## src/rtl/hex_byte_scroller_if.sv

```systemverilog
// Bus between the UART-side byte source and the hex display scheduler.
// The master drives received bytes and controls; the slave drives the display.
interface hex_byte_scroller_if #(
    parameter int unsigned DEPTH = 4
);
    logic [7:0]               rx_data;
    logic                     rx_valid;
    logic                     hold;
    logic                     clear;
    logic [7:0]               disp_byte;
    logic [$clog2(DEPTH)-1:0] disp_idx;
    logic                     disp_blank;
    logic [$clog2(DEPTH):0]   count;

    modport master (
        output rx_data, rx_valid, hold, clear,
        input  disp_byte, disp_idx, disp_blank, count
    );

    modport slave (
        input  rx_data, rx_valid, hold, clear,
        output disp_byte, disp_idx, disp_blank, count
    );
endinterface

```

## src/rtl/hex_byte_scroller.sv

```systemverilog
// Byte history buffer plus display scheduler for a two-digit hex 7-segment decoder.
// A new byte is shown at once; otherwise older bytes scroll past on a dwell timer.
module hex_byte_scroller #(
    parameter int unsigned DEPTH        = 4,
    parameter int unsigned DWELL_CYCLES = 50000000
) (
    input  logic                 clk,
    input  logic                 rst,
    hex_byte_scroller_if.slave   bus
);
    localparam int unsigned AW = $clog2(DEPTH);
    localparam int unsigned CW = AW + 1;
    localparam int unsigned TW = $clog2(DWELL_CYCLES);

    typedef enum logic [1:0] {EMPTY, SHOW_NEW, SCROLL} state_t;

    logic [7:0]    mem [DEPTH];
    logic [AW-1:0] wr_ptr;
    logic [CW-1:0] count;

    state_t        state, state_nx;
    logic [AW-1:0] disp_idx, idx_nx;
    logic [TW-1:0] timer, timer_nx;
    logic          pending, pending_nx;
    logic [7:0]    disp_byte, byte_nx;
    logic          disp_blank, blank_nx;
    logic          load_mem;
    logic          expire;
    logic [AW-1:0] rd_addr;

    assign bus.disp_byte  = disp_byte;
    assign bus.disp_idx   = disp_idx;
    assign bus.disp_blank = disp_blank;
    assign bus.count      = count;

    always_ff @(posedge clk) begin
        if (bus.rx_valid && !bus.clear)
            mem[wr_ptr] <= bus.rx_data;
    end

    always_ff @(posedge clk or posedge rst) begin
        if (rst) begin
            wr_ptr <= '0;
            count  <= '0;
        end else if (bus.clear) begin
            wr_ptr <= '0;
            count  <= '0;
        end else if (bus.rx_valid) begin
            wr_ptr <= wr_ptr + AW'(1);
            if (count != CW'(DEPTH))
                count <= count + CW'(1);
        end
    end

    always_ff @(posedge clk or posedge rst) begin
        if (rst) begin
            state      <= EMPTY;
            disp_idx   <= '0;
            timer      <= '0;
            pending    <= 1'b0;
            disp_byte  <= 8'h00;
            disp_blank <= 1'b1;
        end else begin
            state      <= state_nx;
            disp_idx   <= idx_nx;
            timer      <= timer_nx;
            pending    <= pending_nx;
            disp_byte  <= byte_nx;
            disp_blank <= blank_nx;
        end
    end

    // The displayed byte is loaded from the age chosen for the next cycle, so
    // disp_byte and disp_idx always change together on the same edge.
    always_comb begin
        state_nx   = state;
        idx_nx     = disp_idx;
        timer_nx   = timer;
        pending_nx = pending;
        byte_nx    = disp_byte;
        blank_nx   = disp_blank;
        load_mem   = 1'b0;
        expire     = (timer == TW'(DWELL_CYCLES - 1));

        if (bus.clear) begin
            state_nx   = EMPTY;
            idx_nx     = '0;
            timer_nx   = '0;
            pending_nx = 1'b0;
            byte_nx    = 8'h00;
            blank_nx   = 1'b1;
        end else if (bus.hold) begin
            if (bus.rx_valid)
                pending_nx = 1'b1;
        end else if (bus.rx_valid || pending) begin
            state_nx   = SHOW_NEW;
            idx_nx     = '0;
            timer_nx   = '0;
            pending_nx = 1'b0;
            blank_nx   = 1'b0;
            if (bus.rx_valid)
                byte_nx = bus.rx_data;
            else
                load_mem = 1'b1;
        end else begin
            unique case (state)
                EMPTY: begin
                    idx_nx   = '0;
                    timer_nx = '0;
                    byte_nx  = 8'h00;
                    blank_nx = 1'b1;
                end
                SHOW_NEW: begin
                    load_mem = 1'b1;
                    if (!expire) begin
                        timer_nx = timer + TW'(1);
                    end else begin
                        timer_nx = '0;
                        if (count > CW'(1)) begin
                            idx_nx   = AW'(1);
                            state_nx = SCROLL;
                        end
                    end
                end
                SCROLL: begin
                    load_mem = 1'b1;
                    if (!expire) begin
                        timer_nx = timer + TW'(1);
                    end else begin
                        timer_nx = '0;
                        if ({1'b0, disp_idx} == count - CW'(1))
                            idx_nx = '0;
                        else
                            idx_nx = disp_idx + AW'(1);
                    end
                end
                default: state_nx = EMPTY;
            endcase
        end

        rd_addr = wr_ptr - AW'(1) - idx_nx;
        if (load_mem)
            byte_nx = mem[rd_addr];
    end
endmodule

```

## src/flat_wrapper.sv

```systemverilog
// flat-port wrapper written by rule: the top's interface ports become plain ports
module hex_byte_scroller_flat 
#(
    parameter int unsigned DEPTH        = 4,
    parameter int unsigned DWELL_CYCLES = 50000000
)
  (clk, rst, bus_rx_data, bus_rx_valid, bus_hold, bus_clear, bus_disp_byte, bus_disp_idx, bus_disp_blank, bus_count);
  hex_byte_scroller_if #(.DEPTH(DEPTH)) bus_i ();
  input  logic clk;
  input  logic rst;
  input wire logic [$bits(bus_i.rx_data)-1:0] bus_rx_data;
  input wire logic [$bits(bus_i.rx_valid)-1:0] bus_rx_valid;
  input wire logic [$bits(bus_i.hold)-1:0] bus_hold;
  input wire logic [$bits(bus_i.clear)-1:0] bus_clear;
  output wire logic [$bits(bus_i.disp_byte)-1:0] bus_disp_byte;
  output wire logic [$bits(bus_i.disp_idx)-1:0] bus_disp_idx;
  output wire logic [$bits(bus_i.disp_blank)-1:0] bus_disp_blank;
  output wire logic [$bits(bus_i.count)-1:0] bus_count;
  assign bus_i.rx_data = bus_rx_data;
  assign bus_i.rx_valid = bus_rx_valid;
  assign bus_i.hold = bus_hold;
  assign bus_i.clear = bus_clear;
  assign bus_disp_byte = bus_i.disp_byte;
  assign bus_disp_idx = bus_i.disp_idx;
  assign bus_disp_blank = bus_i.disp_blank;
  assign bus_count = bus_i.count;
  hex_byte_scroller #(.DEPTH(DEPTH), .DWELL_CYCLES(DWELL_CYCLES)) u_core (.clk(clk), .rst(rst), .bus(bus_i));
endmodule
```

## config.mk

```make
export PLATFORM = sky130hd
export DESIGN_NAME = hex_byte_scroller_flat
export DESIGN_NICKNAME = d
export VERILOG_FILES = /design/src/rtl/hex_byte_scroller_if.sv /design/src/rtl/hex_byte_scroller.sv /design/src/flat_wrapper.sv
export SDC_FILE = /design/constraint.sdc
export NUM_CORES = 1
export LEC_CHECK = 0
export ABC_AREA = 1
export ABC_CLOCK_PERIOD_IN_PS = 4700
export CAP_MARGIN = 20
export CELL_PAD_IN_SITES_DETAIL_PLACEMENT = 0
export CELL_PAD_IN_SITES_GLOBAL_PLACEMENT = 1
export CORE_AREA = 2 2 121 123
export DETAILED_ROUTE_END_ITERATION = 8
export DIE_AREA = 0 0 123 125
export HOLD_SLACK_MARGIN = 0.03
export PLACE_DENSITY = 0.66
export SYNTH_ARGS = -nofsm -noshare
export SYNTH_HDL_FRONTEND = slang
export SYNTH_SLANG_ARGS = --single-unit
```

## constraint.sdc

```tcl
create_clock -name clk -period 4.7 [get_ports clk]
set_input_delay 0.94 -clock clk [delete_from_list [all_inputs] [get_ports clk]]
set_output_delay 0.94 -clock clk [all_outputs]
set_load 0.01 [all_outputs]
```

==> reports/summary.md <==
Setup repair after global routing left no endpoint under its margin. Once the clock tree was built, the resizer swapped 0 gates to a different size. The number of enable flip-flop cells after synthesis came out at 32. Utilization after layout: 0.345.

The clock passes through at most 2 buffers. In this run, the number of DRC markers left after iteration 0 of detailed routing was 234. The dominant synthesized flop cell is sky130_fd_sc_hd__dfrtp_1.

The detailed-route wire length was 9480 um. The category of the critical setup timing path was in2reg. The tools report the number of global-route vias before repair as 3135. Clock tree synthesis inserted a total of 9 buffers.

At the pin with the least slew margin, the transition time is 0.913 ns. The final-report max-slew violation count was 0; the number of different library cells in the post-synthesis netlist was 39. In the final routed layout, each cell accounts on average for 14.2 um. The sequential-to-total area share from yosys stat was 0.506; the top achievable clock speed was 0.302 GHz. At the end of routability-driven placement, the weighted congestion stood at 0.791.

Broken down by cell family, the worst path's largest delay share belongs to adder cells. For the core footprint, the log shows 14200 um^2. The share of synthesized registers carrying an async set or reset is 0.584.

Startpoint class of the critical path: a primary input. In this run the core area contains 44 standard-cell rows. Buffers placed on the I/O ports in this run total 26. Power spread over the standard cell area amounts to 321 nW/um^2. The number of instances in the synthesized netlist is 445, and the starting utilization of the core area is 0.291. The tools report the number of top-level pins as 27. The number of nets handed over by synthesis was 472. The number of nets in the layout is 505. The critical path's slowest cell is sky130_fd_sc_hd__ha_1. The die is 123 um wide. The tools report the cell at the root of the clock tree as sky130_fd_sc_hd__clkbuf_16. Setup violations remaining at the end of the flow were counted as 0. TritonCTS built the clock tree.

The clock reaches the later pin of the worst-skew pair after 0.35 ns. For the total standard cell area after synthesis, the log shows 4130 um^2. On the final layout, the worst hold slack is 0.523 ns.

Walking the worst path, the cells encountered are clkdlybuf4s50_1, nor2_1, nand2_1, inv_1, nand2_1, a21oi_1, a22oi_1, ha_1, mux2i_1, nand3_1, nand3_1, a21oi_1. The area added between synthesis and finish is 18.6%. The tools report the residual antenna-violating net count after detailed routing as 0.

After global routing the overflow that remains totals 0. The die covers 15400 um^2. The synthesized design contains 77 register bits. Dividing the synthesized area by the synthesized cell count gives 9.28 um^2. The maximum fanout along the worst path was 16.

The first detailed-routing pass took 4 iterations. In this run the worst hold path is classified as reg2reg. In this run, post-CTS hold repair placed 0 buffers.

The run gives 0.389 as the relative max-transition margin. For the initial antenna violation count, the log shows 0. Data on the critical path arrives at its endpoint at 3.55 ns.

The number of antenna diodes in the final layout is 0. After clock tree synthesis, the clock-pin slew on the worst setup and hold paths is 0.07 ns. STA classifies the critical path endpoint as a flop.

In this run the static leakage power is 0.00203 uW. The tools report the pin count of the biggest net entering global routing as 46. In this run the worst setup path begins at bus_rx_valid. Worst endpoint required time: 4.93 ns. For this run, the number of Yosys warnings is 0. Across the run, the number of max-cap violations was 0.

The number of setup buffers added after CTS is 0. The smallest setup slack after layout came out at 1.39 ns. The startpoint identified for the worst register-to-register timing path is u_core.bus.count[0]$_DFFE_PP0P_. Final critical path time including I/O delays and setup: 3.31 ns. The share of cells above drive strength 1 is 0.133. The sink count of the clock tree was 77; the CTS H-tree depth was 3. The global-route wire length before repair came out at 16100 um. Vertical die dimension: 125 um.

The aggregate negative setup slack was 0 ns; the estimated wirelength of the detail-placed design was 6750 um. The worst-case IR drop observed on VDD is 0.122 mV. At the placement stage, the worst setup path has a slack of 1.01 ns. The share of the clock period used by the worst path is 0.705, and the setup skew after layout is 0.00909 ns. The total DRC errors in the routed layout was 0. The run gives 0 as the number of endpoints with negative hold slack in the final report.

The flow ran to the end, and the final reports show no timing, DRC or antenna violations. Worst stage delay on the critical path: 0.88 ns. The overall fraction of global-route tracks in use came out at 0.134.

In the routed layout, each cell is associated on average with a via count of 4.66. The final route contains 3105 vias. The buffers plus inverters on the worst setup path is 2. The worst hold path begins at u_core.timer[1]$_DFFE_PP0P_.
-- stage by stage --
step	cells	power [uW]	cell area (um^2)
2_1_floorplan	445	854	4130
3_3_place_gp	650	930	4600
3_5_place_dp	650	931	4600
4_1_cts	666	1590	4880
5_1_grt	667	1650	4900
6_report	667	1570	4900
-- synth_stat cells, drive strengths merged (6+ instances only) --
library cell | n | share of area
edfxtp | 32 | 0.23
nand4 | 7 | 0.011
xor2 | 6 | 0.013
inv | 58 | 0.053
nand2 | 71 | 0.072
a21oi | 25 | 0.030
o21ai | 21 | 0.025
dfrtp | 44 | 0.27
mux2i | 16 | 0.039
nand3 | 44 | 0.061
ha | 14 | 0.042
nor2 | 56 | 0.057
a31oi | 11 | 0.017
nor3 | 15 | 0.026
-- final timing paths --
kind / endpoint / cells past startpoint / slack (ns)
max: u_core.bus.disp_byte[2]$_DFFE_PP0P_ / 12 / 1.39
min: u_core.timer[1]$_DFFE_PP0P_ / 2 / 0.52
max reg2reg: u_core.bus.disp_byte[2]$_DFFE_PP0P_ / 14 / 1.58
min reg2reg: u_core.timer[1]$_DFFE_PP0P_ / 2 / 0.52
max in group asynchronous: u_core.bus.disp_blank$_DFFE_PP1P_ / 3 / 3.38
min in group asynchronous: u_core.bus.disp_byte[2]$_DFFE_PP0P_ / 2 / 0.80
-- worst min-delay path, delay by kind of cell (launching register included) --
kind / cells / cell delay, ns
flops: 1 / 0.38
simple gates: 2 / 0.12
-- registers in the layout, indices dropped and copies added (netlist names) --
signal and cells:
u_core.pending 1, u_core.wr_ptr 2, u_core.state 2, u_core.bus.count 3, u_core.mem 32, u_core.bus.disp_byte 8, u_core.bus.disp_blank 1, u_core.timer 26
u_core.bus.disp_idx 2
-- routing by layer --
layer	GRT usage	vias up	routed length (um)
li1	-	1584	-
met1	0.198	1465	4750
met2	0.190	45	4210
met3	0.0356	11	361
met4	0.0448	0	153
met5	0	-	0
-- placed cells by master (no fill, tap or decap), drive strengths merged, types with 3 or more instances in the layout --
| master | synthesis | final |
|---|---|---|
| xor2 | 6 | 6 |
| nor4 | 3 | 3 |
| clkdlybuf4s50 | 0 | 26 |
| a31oi | 11 | 11 |
| dfrtp | 44 | 44 |
| clkbuf | 2 | 9 |
| edfxtp | 32 | 32 |
| nor2 | 56 | 56 |
| nand3 | 44 | 44 |
| nand4 | 7 | 7 |
| a21oi | 25 | 25 |
| nand2 | 71 | 71 |
| inv | 58 | 63 |
| o21ai | 21 | 21 |
| buf | 5 | 3 |
| nor3 | 15 | 15 |
| ha | 14 | 14 |
| mux2i | 16 | 16 |
-- layout make-up --
| type | count | area, um^2 |
|---|---|---|
| Clock inverter | 7 | 55.1 |
| Fill cell | 1454 | 9310 |
| Multi-Input combinational cell | 303 | 1780 |
| Inverter | 58 | 218 |
| Clock buffer | 9 | 225 |
| Timing Repair Buffer | 29 | 295 |
| Tap cell | 184 | 230 |
| Sequential cell | 77 | 2090 |
-- power breakdown --
group / internal, uW / switching [uW]
clock network: 365 / 292
logic: 71.5 / 106
registers: 725 / 14.8
-- cell families after synthesis --
group / after synthesis / share of synthesized area
and+or+nand+nor: 202 / 0.250
DFF: 77 / 0.506
buffers and inverters: 65 / 0.0621
AOI/OAI and AO/OA: 64 / 0.0864
muxes: 16 / 0.0388
adders and majority gates: 14 / 0.0424
xor gates and xnor gates: 7 / 0.0148
Note: power is estimated with default switching activity, not from simulation.
